===== src/rtl/lsu_pkg.sv =====
// Shared definitions for the load/store unit: access size codes, FSM states
// and the alignment check used at request acceptance.
package lsu_pkg;

  localparam logic [1:0] SZ_BYTE = 2'b00;
  localparam logic [1:0] SZ_HALF = 2'b01;
  localparam logic [1:0] SZ_WORD = 2'b10;

  typedef enum logic [2:0] {
    ST_IDLE   = 3'd0,
    ST_RD     = 3'd1,
    ST_WR     = 3'd2,
    ST_RMW_RD = 3'd3,
    ST_RMW_WR = 3'd4,
    ST_RESP   = 3'd5
  } lsu_state_t;

  // Also flags the illegal size code so one call covers every encoding.
  function automatic logic misaligned(input logic [1:0] size, input logic [1:0] addr_lo);
    logic bad;
    case (size)
      SZ_BYTE: bad = 1'b0;
      SZ_HALF: bad = addr_lo[0];
      SZ_WORD: bad = (addr_lo != 2'b00);
      default: bad = 1'b1;
    endcase
    return bad;
  endfunction

endpackage


===== src/rtl/load_store_unit_align.sv =====
// Byte-lane logic: merges sub-word store data into an old word and extracts
// plus sign/zero-extends sub-word load data from a read word.
module lsu_align
  import lsu_pkg::*;
#(
  parameter int WIDTH = 32
) (
  input  logic [WIDTH-1:0] old_word,
  input  logic [WIDTH-1:0] wdata,
  input  logic [WIDTH-1:0] rword,
  input  logic [1:0]       size,
  input  logic [1:0]       offset,
  input  logic             uns,
  output logic [WIDTH-1:0] merged,
  output logic [WIDTH-1:0] rdata
);

  logic [4:0]       shamt;
  logic [WIDTH-1:0] mask;
  logic [WIDTH-1:0] shifted;

  always_comb begin
    shamt   = (size == SZ_HALF) ? {offset[1], 4'b0000} : {offset, 3'b000};
    mask    = '1;
    rdata   = rword;
    shifted = rword >> shamt;
    case (size)
      SZ_BYTE: begin
        mask  = WIDTH'(8'hFF) << shamt;
        rdata = {{(WIDTH-8){~uns & shifted[7]}}, shifted[7:0]};
      end
      SZ_HALF: begin
        mask  = WIDTH'(16'hFFFF) << shamt;
        rdata = {{(WIDTH-16){~uns & shifted[15]}}, shifted[15:0]};
      end
      default: begin
        mask  = '1;
        rdata = rword;
      end
    endcase
    merged = (old_word & ~mask) | ((wdata << shamt) & mask);
  end

endmodule


===== src/rtl/load_store_unit.sv =====
// Load/store unit: one byte-addressed request at a time against a word memory,
// with read-modify-write for sub-word stores and extension on loads.
module load_store_unit
  import lsu_pkg::*;
#(
  parameter int WIDTH   = 32,
  parameter int DEPTH   = 512,
  parameter int MEM_LAT = 2
) (
  input  logic                     clk,
  input  logic                     rst_n,
  input  logic                     req_valid,
  output logic                     req_ready,
  input  logic                     req_we,
  input  logic [1:0]               req_size,
  input  logic                     req_unsigned,
  input  logic [31:0]              req_addr,
  input  logic [WIDTH-1:0]         req_wdata,
  output logic                     resp_valid,
  output logic [WIDTH-1:0]         resp_rdata,
  output logic                     resp_err,
  output logic                     mem_read,
  output logic                     mem_write,
  output logic [$clog2(DEPTH)-1:0] mem_addr,
  output logic [WIDTH-1:0]         mem_wdata,
  input  logic [WIDTH-1:0]         mem_rdata
);

  localparam int         AW     = $clog2(DEPTH);
  localparam logic [3:0] LAT_M1 = 4'(MEM_LAT - 1);

  lsu_state_t       state;
  logic [3:0]       cnt;
  logic [1:0]       size_q;
  logic [1:0]       off_q;
  logic             uns_q;
  logic             err_q;
  logic [WIDTH-1:0] wdata_q;
  logic [WIDTH-1:0] merged;
  logic [WIDTH-1:0] ld_data;
  logic             req_err;

  assign req_err = misaligned(req_size, req_addr[1:0]) ||
                   (req_addr[31:2] >= 30'(DEPTH));

  // Strobes and handshake decode straight from state so reset kills them at once.
  assign req_ready  = (state == ST_IDLE);
  assign resp_valid = (state == ST_RESP);
  assign resp_err   = resp_valid & err_q;
  assign mem_read   = (state == ST_RD) || (state == ST_RMW_RD);
  assign mem_write  = (state == ST_WR) || (state == ST_RMW_WR);

  lsu_align #(.WIDTH(WIDTH)) u_align (
    .old_word (mem_rdata),
    .wdata    (wdata_q),
    .rword    (mem_rdata),
    .size     (size_q),
    .offset   (off_q),
    .uns      (uns_q),
    .merged   (merged),
    .rdata    (ld_data)
  );

  always_ff @(posedge clk or negedge rst_n) begin
    if (!rst_n) begin
      state      <= ST_IDLE;
      cnt        <= '0;
      size_q     <= '0;
      off_q      <= '0;
      uns_q      <= 1'b0;
      err_q      <= 1'b0;
      wdata_q    <= '0;
      resp_rdata <= '0;
      mem_addr   <= '0;
      mem_wdata  <= '0;
    end else begin
      case (state)
        ST_IDLE: begin
          if (req_valid) begin
            size_q  <= req_size;
            off_q   <= req_addr[1:0];
            uns_q   <= req_unsigned;
            wdata_q <= req_wdata;
            err_q   <= req_err;
            cnt     <= LAT_M1;
            if (req_err) begin
              resp_rdata <= '0;
              state      <= ST_RESP;
            end else begin
              mem_addr <= req_addr[AW+1:2];
              if (!req_we) begin
                state <= ST_RD;
              end else if (req_size == SZ_WORD) begin
                mem_wdata <= req_wdata;
                state     <= ST_WR;
              end else begin
                state <= ST_RMW_RD;
              end
            end
          end
        end
        ST_RD: begin
          if (cnt == '0) begin
            resp_rdata <= ld_data;
            state      <= ST_RESP;
          end else begin
            cnt <= cnt - 4'd1;
          end
        end
        ST_RMW_RD: begin
          if (cnt == '0) begin
            mem_wdata <= merged;
            cnt       <= LAT_M1;
            state     <= ST_RMW_WR;
          end else begin
            cnt <= cnt - 4'd1;
          end
        end
        ST_WR, ST_RMW_WR: begin
          if (cnt == '0) begin
            resp_rdata <= '0;
            state      <= ST_RESP;
          end else begin
            cnt <= cnt - 4'd1;
          end
        end
        ST_RESP: state <= ST_IDLE;
        default: state <= ST_IDLE;
      endcase
    end
  end

endmodule

===== config.mk =====
export PLATFORM = sky130hd
export DESIGN_NAME = load_store_unit
export DESIGN_NICKNAME = d
export VERILOG_FILES = /design/src/rtl/lsu_pkg.sv /design/src/rtl/load_store_unit_align.sv /design/src/rtl/load_store_unit.sv
export SDC_FILE = /design/constraint.sdc
export NUM_CORES = 1
export LEC_CHECK = 0
export ABC_AREA = 1
export ABC_CLOCK_PERIOD_IN_PS = 1900
export BUFFER_PORTS_ARGS = -buffer_cell sky130_fd_sc_hd__buf_2
export CORE_MARGIN = 5
export CORE_UTILIZATION = 54
export CTS_CLUSTER_DIAMETER = 60
export DETAILED_ROUTE_END_ITERATION = 7
export MAX_ROUTING_LAYER = met4
export PLACE_DENSITY = 0.84
export SLEW_MARGIN = 25
export SYNTH_ARGS = -nofsm -noshare
export SYNTH_HDL_FRONTEND = slang
export SYNTH_SLANG_ARGS = --single-unit

===== constraint.sdc =====
create_clock -name clk -period 1.9 [get_ports clk]
set_input_delay 0.475 -clock clk [delete_from_list [all_inputs] [get_ports clk]]
set_output_delay 0.475 -clock clk [all_outputs]
set_load 0.03 [all_outputs]

==> results of run 1 <==
## state kept, by name, indices dropped and copies added (netlist names)
| name | flops |
|---|---|
| wdata_q | 32 |
| state | 3 |
| off_q | 2 |
| mem_wdata | 32 |
| uns_q | 1 |
| size_q | 2 |
| resp_rdata | 32 |
| err_q | 1 |
| mem_addr | 9 |
| cnt | 4 |
## worst max-delay path by stage
| stage | cells past startpoint | to |
|---|---|---|
| floorplan | 11 | resp_rdata[25]$_DFFE_PN0P_ |
| global placement | 9 | mem_wdata[0]$_DFFE_PN0P_ |
| detailed placement | 11 | resp_rdata[0]$_DFFE_PN0P_ |
| CTS | 5 | mem_write |
| global route | 12 | resp_rdata[26]$_DFFE_PN0P_ |
| finish | 4 | req_ready |
## metrics by stage
step,power [mW],instance area (sq um)
after floorplan,10.70,6969
final,17.25,8962
after CTS,16.86,8843
after detailed placement,13.22,8167
after global placement,13.04,8167
after global routing,18.52,8962
## area by class of cell
| class | instances | area, sq um |
|---|---|---|
| Antenna cell | 3 | 7.507 |
| Clock buffer | 24 | 481.7 |
| Clock inverter | 8 | 168.9 |
| Fill cell | 1060 | 3657 |
| Inverter | 91 | 341.6 |
| Multi-Input combinational cell | 774 | 3437 |
| Sequential cell | 118 | 2954 |
| Tap cell | 172 | 215.2 |
| Timing Repair Buffer | 218 | 1356 |
## cells by family after synthesis
kind of cell,Yosys count
AO/OA/AOI/OAI,107
flip-flops,118
multiplexers,4
buffers and inverters,147
adder cells (fa/ha/maj),2
AND/OR/NAND/NOR,661
## per-layer routing
metal / routed length [um] / share of wire (%)
met1: 9166 / 43
met2: 9749 / 45
met3: 1899 / 8.8
met4: 675 / 3.1
met5: 0 / 0
## layout by cell type, fill, tap and decap left out, drive strengths merged, types with 4 or more instances in the layout
cell type,netlist,final
nand2,404,404
buf,35,215
nand3,129,129
dfrtp,118,118
nor2,117,117
inv,90,90
o21ai,53,53
a21oi,39,39
clkbuf,21,26
a31oi,9,9
o211ai,6,6
bufinv,0,5
mux2,4,4
clkinv,1,4
## report_power, final
part / internal [mW] / switching (mW)
logic: 3.12 / 6.39
clock network: 2.43 / 1.11
registers: 3.58 / 0.614
total: 9.13 / 8.12
## worst max-delay path: stages (launching register included)
cell     delay, ps
dfrtp_1        410
inv_2          110
nand2_1        140
nor2_4         160
buf_4          180
## timing repair
action / CTS / global route
hold buffers: 1 / 0
endpoints found under the setup margin: 4 / 41
hold endpoints to repair: 28 / 0
setup buffers: 2 / 1
gates resized for setup: 1 / 17
cloned: 0 / 2
pin swaps: 1 / 1
==> summary.md, run 1 <==
| Metric | Value |
|---|---|
| Status | finished, final reports clean |
| Hold path depth | 3 |
| #FFs+latches synth | 118 |
| Clk_lat worst skew | 420 ps |
| CTS tree | yes |
| Clock Tree Buf Depth | 2 |
| PortBufs | 180 |
| Clock sinks | 118 |
| Vias in the first global route | 6,923 |
| Tightest Pin Transition | 408.8 ps |
| GRT Total Usage | 28.97% |
| FF-to-FF Start | state[2]$_DFFE_PN0P_ |
| Vias per cell | 5.282 |
| Critical path class | reg -> out |
| Post-detail-place hpwl | 15.49 mm |
| Syn_nets | 1,144 |
| Chip Width | 123.6 um |
| R2R Path End | resp_rdata[7]$_DFFE_PN0P_ |
| Setup_tns | 0 ps |
| Hold Worst Slack | 253.0 ps |
| Finish-stage setup viols | 0 |
| WL final | 21.49 mm |
| Unrepaired setup endpoints after global routing | true |
| Area leader, netlist | dfrtp_1 |
| Hold Startpoint | req_addr[7] |
| First-pass GRT wire length | 33.22 mm |
| Grt met3 use | 6.359% |
| Simple-Gate Fraction of Synth Area | 39.50% |
| DR pass1 iterations | 6 |
| WHS Endpoint | mem_addr[5]$_DFFE_PN0P_ |
| Xor/xnor cell area share of the yosys netlist | 0% |
| Share of post-route cells with drive strength above 1 | 23.11% |
| Grt total ovfl | 0 |
| Most frequent cell after synthesis | nand2_1 |
| Initial Util | 55.18% |
| Post-synth top area share | 42.41% |
| Fmax | 529.5 MHz |
| Synth Warn # | 0 |
| Gpl congestion | 0.9635 |
| Crit Path Max Fanout | 4 |
| Fin crit share | 99.40% |
| Post-synthesis sequential area ratio | 42.41% |
| Dpl cells | 1,367 |
| Cell row count | 41 |
| Num CTS Buffers | 17 |
| CP required | 1420 ps |
| Number of I/O pins | 181 |
| Die area | 0.01527 sq mm |
| R2R depth | 12 |
| Die height | 123.6 um |
| Setup slack after layout | 11.32 ps |
| Via count | 7,437 |
| Total power per unit cell area | 1925 mW/mm^2 |
| Synth unique cells | 35 |
| Clock Skews | 12.43 ps |
| Layout area overhead | 28.72% |
| Post-Syn Instances | 1,039 |
| # DRC | 0 |
| Slew margin rel. | 72.46% |
| Largest family of logic cells by synthesized area | simple AND/OR/NAND/NOR gates |
| Layout Cells excl Fill | 1,408 |
| Post-Syn Area | 0.006963 sq mm |
| WP data arrival | 1410 ps |
| Post-synth top cells | nand2_1 (395), nand3_1 (126), dfrtp_1 (118), nor2_1 (114), inv_1 (81) |
| Crit start category | flop |
| Post-synthesis adder-cell area fraction | 0.3594% |
| VDD IR max | 1164 uV |
| Pre-CTS setup slack | 121.3 ps |
| Core Region | 0.01262 sq mm |
| Initial drt markers | 759 |
| HP Class | in -> reg |
| Initial antenna violation count | 3 |
| Top cells by area, synth | dfrtp_1 (42%), nand2_1 (21%), nand3_1 (9.1%), nor2_1 (6.1%), inv_1 (4.4%) |
| Max-slew violation count | 0 |
| Post-synthesis mux area share | 0.6469% |
| Final Hold Vio Count | 0 |
| CTS root buffer | clkbuf_16 |
| Worst-path clk slew | 50 ps |
| R2r setup slk | 60 ps |
| Final core utilization | 71.02% |
| Synth async-reset ratio | 100.0% |
| Layer with the highest usage | met2 |
| H-tree depth | 4 |
| Max-cap violation count | 0 |
| Synth Flop Type | dfrtp_1 |
| Complex-gate fraction of the synthesized area | 8.248% |
| Met1 GRT Util | 38.88% |
| Net count, final | 1,325 |
| Number of enable flip-flop cells after synthesis | 0 |
| Routed WL per cell | 15.26 um |
| Largest net degree at the start of global routing | 50 |
| Period minus WS final | 1889 ps |
| Critical Path Start | state[2]$_DFFE_PN0P_ |
| Met2 global-route usage | 42.75% |
| Post-synthesis average cell area | 6.702 sq um |
| Leakage power | 5.193 nW |
| Routed Antenna Nets | 0 |
| CP Capture Type | output pin |
Note: power is estimated with default switching activity, not from simulation.
==> inputs of run 2 (changes only) <==
- CORE_ASPECT_RATIO: default -> 1.75
==> run 2 against run 1 <==
  * Sequential power hardly changed
  * Global-route usage is 2.2 points higher
  * Setup slack worse by 0.96 ps
==> summary.md, run 2 (synthesized netlist as in run 1, its figures left out) <==
| Metric | Value |
|---|---|
| Status | finished, final reports clean |
| Critical path class | reg -> out |
| Fin crit share | 99.45% (about the same) |
| Initial antenna violation count | 2 (-1) |
| Met2 global-route usage | 51.03% (+8.3 points) |
| Critical Path Start | state[2]$_DFFE_PN0P_ |
| GRT Total Usage | 31.17% (+2.2 points) |
| Finish-stage setup viols | 0 (unchanged) |
| Register share of total power | 24.7% (+0.4 points) |
| Initial Util | 54.40% (-0.78 points) |
| Clock sinks | 118 (unchanged) |
| Fillers | 1,114 (+5.1%) |
| Setup_tns | 0 ps (unchanged) |
| Most frequent cells in the layout | nand2_1 (392), buf_2 (175), nand3_1 (125), dfrtp_1 (116), nor2_1 (114) |
| Switching Share | 48.68% (+1.6 points) |
| Crit Path Max Fanout | 4 (unchanged) |
| H-tree depth | 4 (unchanged) |
| Tightest Pin Transition | 384.4 ps (-24.42 ps) |
| R2R depth | 11 (-1) |
| First-pass GRT wire length | 36.04 mm (+8.5%) |
| Die height | 160.2 um (+30%) |
| DR pass1 iterations | 7 (+1) |
| Initial drt markers | 551 (-27%) |
| PortBufs | 180 (unchanged) |
| Unrepaired setup endpoints after global routing | true |
| R2R Path End | mem_wdata[30]$_DFFE_PN0P_ |
| CTS tree | yes |
| CTS root buffer | clkbuf_16 |
| WP data arrival | 1410 ps (about the same) |
| Crit-path cells | inv_2, nand2_2, nand3_2, inv_1, buf_4 |
| Part of the power in the clock network | 19.2% (-1.3 points) |
| Clock Tree Buf Depth | 2 (unchanged) |
| Pint | 8.796 mW (-3.7%) |
| Gpl congestion | 0.9591 (-0.46%) |
| Grt total ovfl | 0 (unchanged) |
| Vias per cell | 5.499 (+4.1%) |
| Pre-CTS setup slack | 65.33 ps (-56.00 ps) |
| Worst Setup EP | mem_write |
| Die area | 0.01536 sq mm (+0.58%) |
| Regs by FF count | mem_wdata: 32 flops, resp_rdata: 32 flops, wdata_q: 32 flops |
| CP Capture Type | output pin |
| Clk_lat worst skew | 420 ps (about the same) |
| Commonest non-fill, non-tap cell in the layout | nand2_1 |
| Logic pwr share | 56.1% (+1.0 points) |
| Chip Width | 95.84 um (-22%) |
| CP required | 1420 ps (about the same) |
| Crit start category | flop |
| Routed WL per cell | 16.63 um (+9.0%) |
| Leakage power | 5.169 nW (-0.45%) |
| Core Region | 0.01280 sq mm (+1.4%) |
| Clock Skews | 9.044 ps (-3.389 ps) |
| Met1 GRT Util | 35.16% (-3.7 points) |
| Via count | 7,754 (+4.3%) |
| Layer with the highest usage | met2 |
| Vias in the first global route | 7,429 (+7.3%) |
| Max-slew violation count | 0 (unchanged) |
| Grt met3 use | 5.467% (-0.89 points) |
| Peak per-stage delay on the critical path | 410 ps (about the same) |
| Fmax | 529.2 MHz (about the same) |
| Total power per unit cell area | 1918 mW/mm^2 (-0.35%) |
| Num CTS Buffers | 17 (unchanged) |
| Setup slack after layout | 10.36 ps (-0.9628 ps) |
| Number of I/O pins | 181 (unchanged) |
| FF-to-FF Start | state[2]$_DFFE_PN0P_ |
| Period minus WS final | 1890 ps (+0.9628 ps) |
| R2r setup slk | 100 ps (+40 ps) |
| Slew margin rel. | 74.18% (+1.7 points) |
| # DRC | 0 (unchanged) |
| VDD IR max | 1385 uV (+19%) |
| Worst-path clk slew | 60 ps (about the same) |
| Largest net degree at the start of global routing | 51 (+2.0%) |
| Layout area overhead | 28.34% |
| Net count, final | 1,330 (+0.38%) |
| Overall Power | 17.14 mW (-0.64%) |
| Final Hold Vio Count | 0 (unchanged) |
| Max-cap violation count | 0 (unchanged) |
| Post-detail-place hpwl | 16.72 mm (+8.0%) |
| Slowest cell on the critical path | dfrtp_1 |
| Cell row count | 55 (+34%) |
| HP Class | in -> reg |
| Psw | 8.342 mW (+2.8%) |
| Routed Antenna Nets | 0 (unchanged) |
| Share of post-route cells with drive strength above 1 | 23.69% (+0.57 points) |
| WL final | 23.45 mm (+9.1%) |
## run 2: cell count changes in the layout (fill, tap and decap cells not counted), sizes merged, moves of 2 or more
cell and delta:
buf +5, bufinv -2, clkbuf -3, clkinvlp +4
## run 2: final cells by class
| type | instances | area, sq um | share of cell area (%) |
|---|---|---|---|
| repair inverters | 1 | 7.507 | 0.08401 |
| clock inverters | 9 | 125.1 | 1.400 |
| diodes | 2 | 5.005 | 0.05601 |
| flip-flops and latches | 118 | 2955 | 33.07 |
| clock buffers | 22 | 474.2 | 5.307 |
| multi-input cells | 774 | 3433 | 38.42 |
| well taps | 171 | 214.0 | 2.394 |
| inverters | 91 | 345.3 | 3.864 |
| repair buffers | 222 | 1376 | 15.40 |
## run 2: what timing repair did
action,in CTS,in global routing
buffers inserted,1,6
resized for setup,5,15
endpoints found under the setup margin,3,59
endpoints found under the hold margin,22,0
hold buffers,1,0
pin swaps,1,3
cloned,0,2
## run 2: how the worst min path moves through the flow
stage                startpoint                 endpoint  slack (ps)  cells after the start
floorplan                 rst_n       cnt[0]$_DFFE_PN0P_         180                      0
global placement          rst_n  wdata_q[30]$_DFFE_PN0P_         410                      1
detailed placement        rst_n  wdata_q[30]$_DFFE_PN0P_         420                      1
CTS                 req_addr[3]  mem_addr[1]$_DFFE_PN0P_         240                      3
global route        req_addr[5]  mem_addr[3]$_DFFE_PN0P_         260                      3
finish              req_addr[3]  mem_addr[1]$_DFFE_PN0P_         240                      3
## run 2: worst max-delay path, delay by kind of cell, from the launching register on
family / cells / cell delay [ps]
buffers and inverters: 3 / 350
DFF: 1 / 410
and+or+nand+nor: 2 / 230
## run 2: stage by stage
| step | hold slack [ps] | util (%) | cell area [sq um] | instances |
|---|---|---|---|---|
| 5_1_grt | 255.4 | 69.81 | 8936 | 1410 |
| 3_5_place_dp | 415.4 | 63.85 | 8173 | 1367 |
| 4_1_cts | 240.6 | 68.76 | 8801 | 1400 |
| 3_3_place_gp | 409.6 | 63.85 | 8173 | 1367 |
| 6_report | 239.5 | 69.81 | 8936 | 1410 |
| 2_1_floorplan | 179.4 | - | 6969 | 1039 |
## run 2: power by group through the flow
stage	registers, mW	logic, mW	clock network [mW]
global placement	4.21	9.03	0
CTS	4.20	9.31	3.30
floorplan	5.30	5.40	0
detailed placement	4.21	9.19	0
finish	4.23	9.61	3.30
global route	4.33	10.5	3.42
## run 2: metal layers
layer  routed length, um  up-vias
met5                   0        -
met4                1431        0
met3                1811      118
met2               11990      459
met1                8216     3532
li1                    -     3645
==> inputs of run 3 (changes only) <==
- PLACE_DENSITY: 0.84 -> 0.81
==> run 3 against run 2 <==
  * First-iteration DRC count decreased by 11%
  * Critical endpoint unchanged
  * Clock-buffer cell count decreased by 1
  * Largest power group unchanged
  * Cell count decreased by 0.64%
  * Total power increased by 1.3%
  * Setup slack improved by 19 ps
  * Highest routed layer unchanged
  * Final area decreased by 0.41%
  * Routed wire length decreased by 2.6%
  * Flip-flop and latch count unchanged
  * Worst hold slack improved by 3.6 ps
  * Global-route usage increased by 0.15 points
  * Die area unchanged
==> summary.md, run 3 (synthesized netlist as in run 1, its figures left out) <==
| Metric | Value |
|---|---|
| Status | finished, final reports clean |
| Share of post-route cells with drive strength above 1 | 23.11% (-0.58 points) |
| Hold Startpoint | req_addr[4] |
| Number of I/O pins | 181 (unchanged) |
| Clk_lat worst skew | 420 ps (about the same) |
| Critical Path Start | state[1]$_DFFE_PN0P_ |
| Initial drt markers | 491 (-11%) |
| Vias per cell | 5.394 (-1.9%) |
| First-pass GRT wire length | 36.42 mm (+1.1%) |
| HP Class | in -> reg |
| # DRC | 0 (unchanged) |
| Psw | 8.302 mW (-0.48%) |
| Critical path class | reg -> out |
| Fmax | 534.6 MHz (+1.0%) |
| Worst-path clk slew | 60 ps (about the same) |
| Hold path depth | 3 (unchanged) |
| Pre-CTS setup slack | 137.5 ps (+72.16 ps) |
| R2r setup slk | 90 ps (about the same) |
| Chip Width | 95.84 um (unchanged) |
| Via count | 7,557 (-2.5%) |
| R2R Path End | mem_wdata[14]$_DFFE_PN0P_ |
| Gpl congestion | 0.9883 (+3.0%) |
| Die area | 0.01536 sq mm (unchanged) |
| Grt total ovfl | 0 (unchanged) |
| Crit Path Max Fanout | 5 (+1) |
| CTS root buffer | clkbuf_16 |
| Leakage power | 5.150 nW (-0.37%) |
| Period minus WS final | 1870 ps (-19.15 ps) |
| H-tree depth | 4 (unchanged) |
| Commonest non-fill, non-tap cell in the layout | nand2_1 |
| Dpl cells | 1,361 (-0.44%) |
| Total power per unit cell area | 1950 mW/mm^2 (+1.7%) |
| Tightest Pin Transition | 734.7 ps (+350.2 ps) |
| Cell row count | 55 (unchanged) |
| R2R depth | 9 (-2) |
| Setup slack after layout | 29.50 ps (+19.15 ps) |
| VDD IR max | 1016 uV (-27%) |
| Routed Antenna Nets | 0 (unchanged) |
| Final Hold Vio Count | 0 (unchanged) |
| Post-detail-place hpwl | 16.76 mm (+0.26%) |
| Net count, final | 1,321 (-0.68%) |
| Initial antenna violation count | 1 (-1) |
| Slew margin rel. | 50.97% (-23 points) |
| Clock sinks | 118 (unchanged) |
| Switching Share | 47.84% (-0.83 points) |
| Crit start category | flop |
| DP Area | 0.008140 sq mm (-0.40%) |
| Fillers | 1,159 (+4.0%) |
| Part of the power in the clock network | 21.1% (+1.9 points) |
| Die height | 160.2 um (unchanged) |
| WP data arrival | 1400 ps (about the same) |
| Fin crit share | 98.45% (-1.0 points) |
| Max-cap violation count | 0 (unchanged) |
| Register share of total power | 24.2% (-0.5 points) |
| FF-to-FF Start | cnt[0]$_DFFE_PN0P_ |
| PortBufs | 180 (unchanged) |
| Core Region | 0.01280 sq mm (unchanged) |
| DR pass1 iterations | 6 (-1) |
| CP Capture Type | output pin |
| Clock Tree Buf Depth | 2 (unchanged) |
| Layout area overhead | 27.82% |
| Finish-stage setup viols | 0 (unchanged) |
| Vias in the first global route | 7,465 (+0.48%) |
| Logic pwr share | 54.6% (-1.5 points) |
| CP required | 1420 ps (about the same) |
| Clock Skews | 11.58 ps (+2.534 ps) |
| Largest net degree at the start of global routing | 62 (+22%) |
| Num CTS Buffers | 17 (unchanged) |
| Most frequent cells in the layout | nand2_1 (393), buf_2 (177), nand3_1 (126), dfrtp_1 (116), nor2_1 (114) |
| Routed WL per cell | 16.31 um (-1.9%) |
| WL final | 22.85 mm (-2.6%) |
| GRT Total Usage | 31.32% (+0.15 points) |
| Initial Util | 54.40% (unchanged) |
| CTS tree | yes |
| Regs by FF count | mem_wdata: 32 flops, resp_rdata: 32 flops, wdata_q: 32 flops |
| Layout Cells excl Fill | 1,401 (-0.64%) |
| Final Cell Area | 0.008900 sq mm (-0.41%) |
| Pint | 9.050 mW (+2.9%) |
| Unrepaired setup endpoints after global routing | true |
| Worst Setup EP | mem_write |
| Max-slew violation count | 0 (unchanged) |
==> run 3: cell types whose count changed in the layout (fill, tap and decap cells not counted), moves of 2 or more <==
cell / change
a21oi_2: +2
buf_2: +2
buf_4: -7
buf_6: -2
bufinv_16: +2
clkbuf_1: -2
clkinv_2: -3
clkinv_4: +2
inv_1: +2
inv_2: -2
==> run 3: metal layers <==
metal / share of wire (%) / vias to the layer above / wire length [um] / global-route usage [%]
met1: 36 / 3465 / 8165 / 35.08
met4: 5.9 / 0 / 1340 / 17.88
met5: 0 / - / 0 / -
met2: 52 / 365 / 11780 / 51.92
li1: - / 3624 / - / -
met3: 6.8 / 103 / 1563 / 4.713
==> run 3: area by class of cell <==
cell class / instances / area [sq um] / area share (%)
Multi-Input combinational cell: 774 / 3417 / 38.39
Sequential cell: 118 / 2955 / 33.21
Timing Repair Buffer: 214 / 1291 / 14.51
Clock buffer: 21 / 480.5 / 5.399
Inverter: 91 / 344.1 / 3.866
Tap cell: 171 / 214.0 / 2.404
Clock inverter: 11 / 195.2 / 2.193
Antenna cell: 1 / 2.502 / 0.02812
==> run 3: what timing repair did <==
action / CTS / global route
pin swaps: 1 / 1
setup buffers: 4 / 2
setup endpoints to repair: 4 / 41
hold endpoints to repair: 21 / 0
gates resized for setup: 3 / 6
hold buffers: 1 / 0
gates cloned: 0 / 0
==> run 3: power groups by stage <==
| stage | combinational [mW] | clock (mW) | sequential [mW] |
|---|---|---|---|
| floorplan | 5.40 | 0 | 5.30 |
| global placement | 9.02 | 0 | 4.19 |
| detailed placement | 9.19 | 0 | 4.22 |
| CTS | 9.38 | 3.69 | 4.19 |
| global route | 10.4 | 3.81 | 4.31 |
| finish | 9.48 | 3.67 | 4.20 |
==> run 3: metrics by stage <==
step	hold slack, ps	power (mW)	setup TNS, ps	utilization [%]
4_1_cts	239.5	17.26	0	69.24
5_1_grt	251.5	18.54	-2050	69.53
6_report	243.1	17.35	0	69.53
3_3_place_gp	398.6	13.22	0	63.60
2_1_floorplan	179.4	10.70	0	-
3_5_place_dp	396.4	13.41	0	63.60
==> run 3: how the worst min path moves through the flow <==
stage | end | slack [ps]
finish | mem_addr[2]$_DFFE_PN0P_ | 240
global route | mem_addr[2]$_DFFE_PN0P_ | 250
CTS | mem_addr[2]$_DFFE_PN0P_ | 240
detailed placement | cnt[2]$_DFFE_PN0P_ | 400
global placement | cnt[2]$_DFFE_PN0P_ | 400
floorplan | cnt[0]$_DFFE_PN0P_ | 180
==> run 3: worst max-delay path, cell delays in order (launching register included) <==
cell,delay [ps]
dfrtp_2,440
inv_2,120
nand2_2,90
nand3_2,120
inv_1,40
buf_4,160
